**src/rtl/cascade_pkg.sv**
```systemverilog
// Shared widths and stage bundles for the
// window variance / std normalisation path.
package cascade_pkg;

  localparam int W_SUM    = 18;
  localparam int W_SQSUM  = 26;
  localparam int WIN_AREA = 576;
  localparam int W_VAR    = W_SQSUM + 10;
  localparam int W_STD    = W_VAR / 2 + 8;
  localparam int W_DIFF   = W_VAR + 1;
  localparam int W_P      = $clog2(W_VAR);
  localparam int W_J      = $clog2(W_VAR / 2 + 1);
  localparam int W_M      = 8;
  localparam int W_ROM    = 16;
  localparam int ROM_LAT  = 1;

  typedef struct packed {
    logic             valid;
    logic [W_VAR-1:0] variance;
  } s1_t;

  typedef struct packed {
    logic           valid;
    logic [W_J-1:0] j;
  } s2_t;

  typedef struct packed {
    logic             valid;
    logic [W_J-1:0]   j;
    logic [W_ROM-1:0] data;
  } s3_t;

endpackage

```
**src/rtl/sqrt_norm.sv**
```systemverilog
// Splits variance into an 8-bit mantissa and an
// even exponent index j so sqrt reduces to a ROM read.
module sqrt_norm
  import cascade_pkg::*;
(
  input  logic [W_VAR-1:0] variance,
  output logic [W_M-1:0]   m,
  output logic [W_J-1:0]   j
);

  logic [W_P-1:0] p;

  always_comb begin
    p = '0;
    for (int i = 0; i < W_VAR; i++) begin
      if (variance[i]) p = W_P'(i);
    end
  end

  // odd exponent e = 2j-7 >= p-7  <=>  j = ceil(p/2)
  assign j = W_J'((p + W_P'(1)) >> 1);

  // m = var * 2^7 / 2^(2j) == var >> e
  assign m = W_M'({variance, 7'b0} >> {j, 1'b0});

endmodule

```
**src/rtl/stddev_norm.sv**
```systemverilog
// Window std deviation in Q.8: variance, normalise,
// shared sqrt ROM lookup, denormalise; global stall.
module stddev_norm
  import cascade_pkg::*;
(
  input  logic               clk,
  input  logic               rst,
  input  logic               in_valid,
  output logic               in_ready,
  input  logic [W_SUM-1:0]   sum,
  input  logic [W_SQSUM-1:0] sq_sum,
  output logic               rom_en,
  output logic [7:0]         rom_addr,
  input  logic [15:0]        rom_data,
  output logic               out_valid,
  input  logic               out_ready,
  output logic [W_STD-1:0]   std_q8
);

  localparam logic [W_J-1:0] J_UNITY = W_J'(7);

  logic              adv;
  s1_t               s1;
  s2_t               s2;
  s3_t               s3;
  logic [W_DIFF-1:0] prod;
  logic [W_DIFF-1:0] sq;
  logic [W_DIFF-1:0] diff;
  logic [W_VAR-1:0]  var_next;
  logic [W_M-1:0]    m2;
  logic [W_J-1:0]    j2;
  logic [W_STD-1:0]  std_next;

  assign adv      = !out_valid || out_ready;
  assign in_ready = adv;
  assign rom_en   = adv;

  assign prod = W_DIFF'(sq_sum) * W_DIFF'(WIN_AREA);
  assign sq   = W_DIFF'(sum) * W_DIFF'(sum);
  assign diff = prod - sq;

  // both operands < 2^W_VAR, so the top bit is the sign
  assign var_next = diff[W_VAR] ? '0 : diff[W_VAR-1:0];

  sqrt_norm u_norm (
    .variance (s1.variance),
    .m        (m2),
    .j        (j2)
  );

  assign rom_addr = m2;

  always_comb begin
    std_next = W_STD'(s3.data);
    if (s3.j >= J_UNITY)
      std_next = std_next << (s3.j - J_UNITY);
    else
      std_next = std_next >> (J_UNITY - s3.j);
  end

  always_ff @(posedge clk) begin
    if (!rst) begin
      s1        <= '0;
      s2        <= '0;
      s3        <= '0;
      out_valid <= 1'b0;
      std_q8    <= '0;
    end else if (adv) begin
      s1.valid    <= in_valid;
      s1.variance <= var_next;
      s2.valid    <= s1.valid;
      s2.j        <= j2;
      s3.valid    <= s2.valid;
      s3.j        <= s2.j;
      s3.data     <= rom_data;
      out_valid   <= s3.valid;
      std_q8      <= std_next;
    end
  end

endmodule

```
**config.mk**
```make
export PLATFORM = sky130hd
export DESIGN_NAME = stddev_norm
export DESIGN_NICKNAME = d
export VERILOG_FILES = /design/src/rtl/cascade_pkg.sv /design/src/rtl/sqrt_norm.sv /design/src/rtl/stddev_norm.sv
export SDC_FILE = /design/constraint.sdc
export NUM_CORES = 1
export LEC_CHECK = 0
export BUFFER_PORTS_ARGS = -buffer_cell sky130_fd_sc_hd__buf_2
export CAP_MARGIN = 5
export CORE_UTILIZATION = 52
export CTS_BUF_LIST = sky130_fd_sc_hd__clkbuf_16
export CTS_CLUSTER_SIZE = 25
export DETAILED_ROUTE_END_ITERATION = 6
export PLACE_DENSITY = 0.69
export SYNTH_ARGS = -nofsm -noshare
export SYNTH_HDL_FRONTEND = slang
export SYNTH_SLANG_ARGS = --single-unit
```
**constraint.sdc**
```tcl
create_clock -name clk -period 12.35 [get_ports clk]
set_input_delay 2.47 -clock clk [delete_from_list [all_inputs] [get_ports clk]]
set_output_delay 2.47 -clock clk [all_outputs]
set_load 0.005 [all_outputs]
```
Word-level counts from Yosys, hierarchy flattened
Index checks and enable logic that the tools add are counted.
{"block": "classes", "mux": 37, "n_reduce_logical": 2, "magnitude_cmp": 1, "n_addsub": 4, "shift": 3, "multipliers": 2}
{"cell": "two-way mux 6 bit", "count": 34}
{"cell": "right shift 43 x 6 -> 8 bit", "count": 1}
{"cell": "subtractor 36 x 36 -> 37 bit", "count": 1}
{"cell": "multiplier 18 x 18 -> 36 bit", "count": 1}
{"cell": "two-way mux 36 bit", "count": 1}
{"cell": "multiplier 26 x 4 -> 30 bit, second input constant", "count": 1}
{"cell": "two-way mux 26 bit", "count": 1}
{"cell": "left shift 16 x 5 -> 26 bit", "count": 1}
{"cell": "right shift 16 x 5 -> 26 bit", "count": 1}
{"cell": "adder 6 x 1 -> 6 bit, second input constant", "count": 1}
{"cell": ">= comparator 5 x 3 -> 1 bit, second input constant", "count": 1}
{"cell": "subtractor 3 x 5 -> 5 bit, first input constant", "count": 1}
{"cell": "subtractor 5 x 3 -> 5 bit, second input constant", "count": 1}
{"cell": "logical NOT 1 bit", "count": 1}
{"cell": "logical OR 1 bit", "count": 1}
{"cell": "two-way mux 1 bit", "count": 1}
{"block": "totals", "out_inout_bits": 37, "inputBits": 64, "wordCells": 58, "ff_bits": 92}

Depth between registers and ports, before layout
{"block": "depth", "word_depth": 37, "mapped_depth": 29, "mapped_depth_nobuf": 28}

Cells and area by module
A second synthesis with hierarchy kept.
{"block": "unflattened", "hier_cells": 2164, "area_unflattened_um2": 18233.7}
{"module": "stddev_norm", "cells_each": 1952, "n_inst": 1, "area_each_um2": 16522.1, "seq_area_each_um2": 1821.7}
{"module": "sqrt_norm", "cells_each": 212, "n_inst": 1, "area_each_um2": 1711.6, "seq_area_each_um2": 0.0}

Least setup slack after synthesis
No wires, ideal clock.
{"block": "synth_path", "kind": "input port to flip-flop", "startpoint": "in sq_sum[1]", "endpoint": "reg s1[22] (netlist name)", "path_stages": 27, "setup_time_ns": 0.074, "required_ns": 12.276, "path_buffers": 2, "arrival_ns": 8.546, "setup_slack_ns": 3.729, "path_cell_list": "ha_1 -> ha_1 -> fa_1 -> a21o_1 -> a21oi_1 -> nor2b_1 -> o21a_1 -> nor2_1 -> xnor2_1 -> fa_1 -> fa_1 -> inv_1 -> fa_1 -> inv_1 -> fa_1 -> ha_1 -> clkbuf_1 -> a211oi_1 -> a22o_1 -> o21a_1 -> o21ai_0 -> a211oi_1 -> a21o_1 -> a211oi_2 -> buf_2 -> nand3_1 -> o21ai_0"}
{"block": "synth_via", "elab_chain_cells": 3}
{"element": "from (decl)", "line_no": "stddev_norm.sv:11", "rtl": "input logic [W_SQSUM-1:0] sq_sum,"}
{"element": "multiplier 26 x 4 -> 30 bit", "line_no": "stddev_norm.sv:38", "rtl": "assign prod = W_DIFF'(sq_sum) * W_DIFF'(WIN_AREA);"}
{"element": "subtractor 36 x 36 -> 37 bit", "line_no": "stddev_norm.sv:40", "rtl": "assign diff = prod - sq;"}
{"element": "two-way mux 36 bit", "line_no": "stddev_norm.sv:43", "rtl": "assign var_next = diff[W_VAR] ? '0 : diff[W_VAR-1:0];"}
No other way between the ends.
A chain may end at the register's enable or synchronous reset.

Worst setup path in the final report
{"block": "layout_path", "startpoint": "in sq_sum[1]", "endpoint": "reg s1[30] (netlist name)"}
{"block": "layout_via", "elab_chain_cells": 3}
{"element": "multiplier 26 x 4 -> 30 bit", "line_no": "stddev_norm.sv:38"}
{"element": "subtractor 36 x 36 -> 37 bit", "line_no": "stddev_norm.sv:40"}
{"element": "two-way mux 36 bit", "line_no": "stddev_norm.sv:43"}
No other way between the ends.

==> impl_metrics.yaml <==
outcome:
  status: "completed"
routing:
  vias: 14650
  drc: 0
  drt-total-wl_um: 44190
  vias_per_cell: 5.653
  wire_per_inst_um: 17.06
  dr.pass1.iters: 5
  drt_iter0_markers: 1104
  postRouteAntennaNets: 0
cells_and_area:
  drive_gt1_share_pct: 8.989
  final_common_cell: "inv_1"
  area_growth_pct: 6.048
  finalNetCount: 2621
  instances_no_fill: 2591
  diodes: 0
  layout_common_cells: "inv_1 (378), fa_1 (261), nand2_1 (256)"
critical_path:
  slowest_delay_ns: 0.96
  cp-end-kind: "flip-flop"
  cp_slowest_cell: "a211oi_4"
  crit_path_max_fanout: 31
  critPathLaunchType: "input port"
  crit_start: "sq_sum[1]"
  cp_data_required_time_ns: 12.61
  crit_arrival_ns: 10.06
  r2r-start: "s1[2]"
  critPathKind: "in -> reg"
clocking:
  cts_tree: "done"
  clockBufferDepth: 2
  cts.sinks: 91
  h-tree-depth: 3
  cts_hold_buf: 0
  cts_buffers: 9
  clk_latency_ns: 0.35
  ctsResizeCount: 0
  root_buffer: "clkbuf_16"
  path_clk_slew_ns: 0.07
  post_cts_buffers: 0
synth:
  synthSimpleGateAreaFrac_pct: 14.46
  async_flop_share_pct: 0
  synthAdderAreaFrac_pct: 39.99
  syn_area_um2: 18230
  synthFlopType: "dfxtp_1"
  synth-edff-count: 0
  synth_mux_area_share_pct: 8.326
  synth_compound_area_share_pct: 14.17
  ys_types: 77
  post_synth_xor_area_fraction_pct: 3.027
  synth_nets: 2596
  syn_inst: 2106
  avgSynthCellArea_um2: 8.655
  synth_top_family_by_area: "adder cells"
  synth.ff_latch_count: 91
  yosys_warnings: 0
  ys_seq_area_share_pct: 9.995
sta:
  tns_ns: 0
  slew_headroom_pct: 18.23
  fin_skew_ns: 0.006704
  finalCritPeriodShare_pct: 79.37
  worstMarginPinSlew_ns: 1.223
  setup_viol_count_final: 0
  slew_violations: 0
  min_period_ns: 9.802
  rsz0062_at_grt: "false"
  fmax_ghz: 0.1020
  hold_viol: 0
worst_hold_path:
  hold_start: "s2[3]"
  hp-class: "reg -> reg"
global_route:
  grt.total_usage_pct: 25.58
  grt_pass1_vias: 14950
  grt-ovfl-total: 0
  antenna_found_initial: 0
  grt_pass1_wl_um: 74240
  grt_max_degree: 89
place:
  place.port_buffers: 100
  place_congestion: 0.9303
  placed_cells: 2575
  dpl.hpwl_um: 35840
floorplan:
  die-area_um2: 35810
  core_area_um2: 34540
  io_pins: 101
  die_height_um: 189.2
  dieWidth_um: 189.2
  start_util_pct: 52.77
  rows: 68
job:
  cap_violations: 0
==> kinds of logic after synthesis <==
| kind of cell | Yosys count |
|---|---|
| DFF | 91 |
| muxes | 104 |
| AOI/OAI and AO/OA | 378 |
| xor gates and xnor gates | 63 |
| other | 1 |
| and+or+nand+nor | 566 |
| buffers and inverters | 477 |
| adders and majority gates | 426 |
==> sequential cells by signal (all words and copies together) (netlist names) <==
register and flops:
out_valid 1, s2 6, std_q8 26, s1 36
s3 22
==> synth_stat cells, types with 9 or more instances <==
cell	instances	area share, %
nor2b_1	34	1.2
a31oi_1	11	0.38
fa_1	261	29
inv_1	378	7.8
mux4_2	32	4.0
nand2_1	256	5.3
mux2i_1	59	3.2
a21oi_1	75	2.1
o211a_1	12	0.66
o21ai_0	68	1.9
buf_2	14	0.38
a22oi_1	15	0.62
and2_1	57	2.0
o21a_1	13	0.54
nor4_1	9	0.31
dfxtp_1	91	10
xor2_1	18	0.86
nand2b_1	11	0.38
ha_1	165	11
nor3_1	18	0.49
xnor2_1	45	2.2
nor2_1	89	1.8
a21o_1	17	0.70
o22ai_1	10	0.34
a211oi_1	22	0.91
a21boi_0	58	2.4
clkbuf_1	72	1.5
nand3_1	48	1.3
o211ai_1	12	0.49
mux2_2	9	0.56
==> worst paths after layout <==
kind	endpoint	slack (ns)	depth (start not counted)
max	s1[30]	2.55	28
min	s2[3]	0.47	2
max reg2reg	s2[1]	8.73	11
min reg2reg	s2[3]	0.47	2
==> critical path, delay by kind of cell <==
| kind | cells | cell delay, ns |
|---|---|---|
| xor gates and xnor gates | 1 | 0.28 |
| adders and majority gates | 8 | 2.96 |
| buffers and inverters | 4 | 0.31 |
| and+or+nand+nor | 2 | 0.43 |
| AOI/OAI and AO/OA | 13 | 3.61 |
==> routing by layer <==
layer,wire length (µm),vias up,track usage (%)
met1,20110,7238,35.07
met2,21260,410,44.22
met3,2291,36,2.632
li1,-,6964,-
met4,527,0,4.373
met5,0,-,0
==> stage by stage <==
step                      hold slack (ns)  area (µm²)  util (%)  setup WS (ns)
after floorplan                    0.4406       18230         -          3.729
after global placement             0.4493       19000     55.02          2.490
after detailed placement           0.4522       19000     55.02          2.219
after CTS                          0.4679       19330     55.96          2.570
after global routing               0.4919       19330     55.96          1.936
final                              0.4692       19330     55.96          2.548
==> final cells by class <==
type / count / area (µm²)
clock buffer: 9 / 225.2
clock inverter: 7 / 100.1
fill: 3172 / 15210
inverter: 379 / 1423
multi-input combinational: 1538 / 14600
sequential: 91 / 1823
tap: 455 / 569.3
timing repair buffer: 112 / 590.6
Power is not shown: default switching activity piles up to over one toggle a cycle in this logic, so the estimate is an artifact.
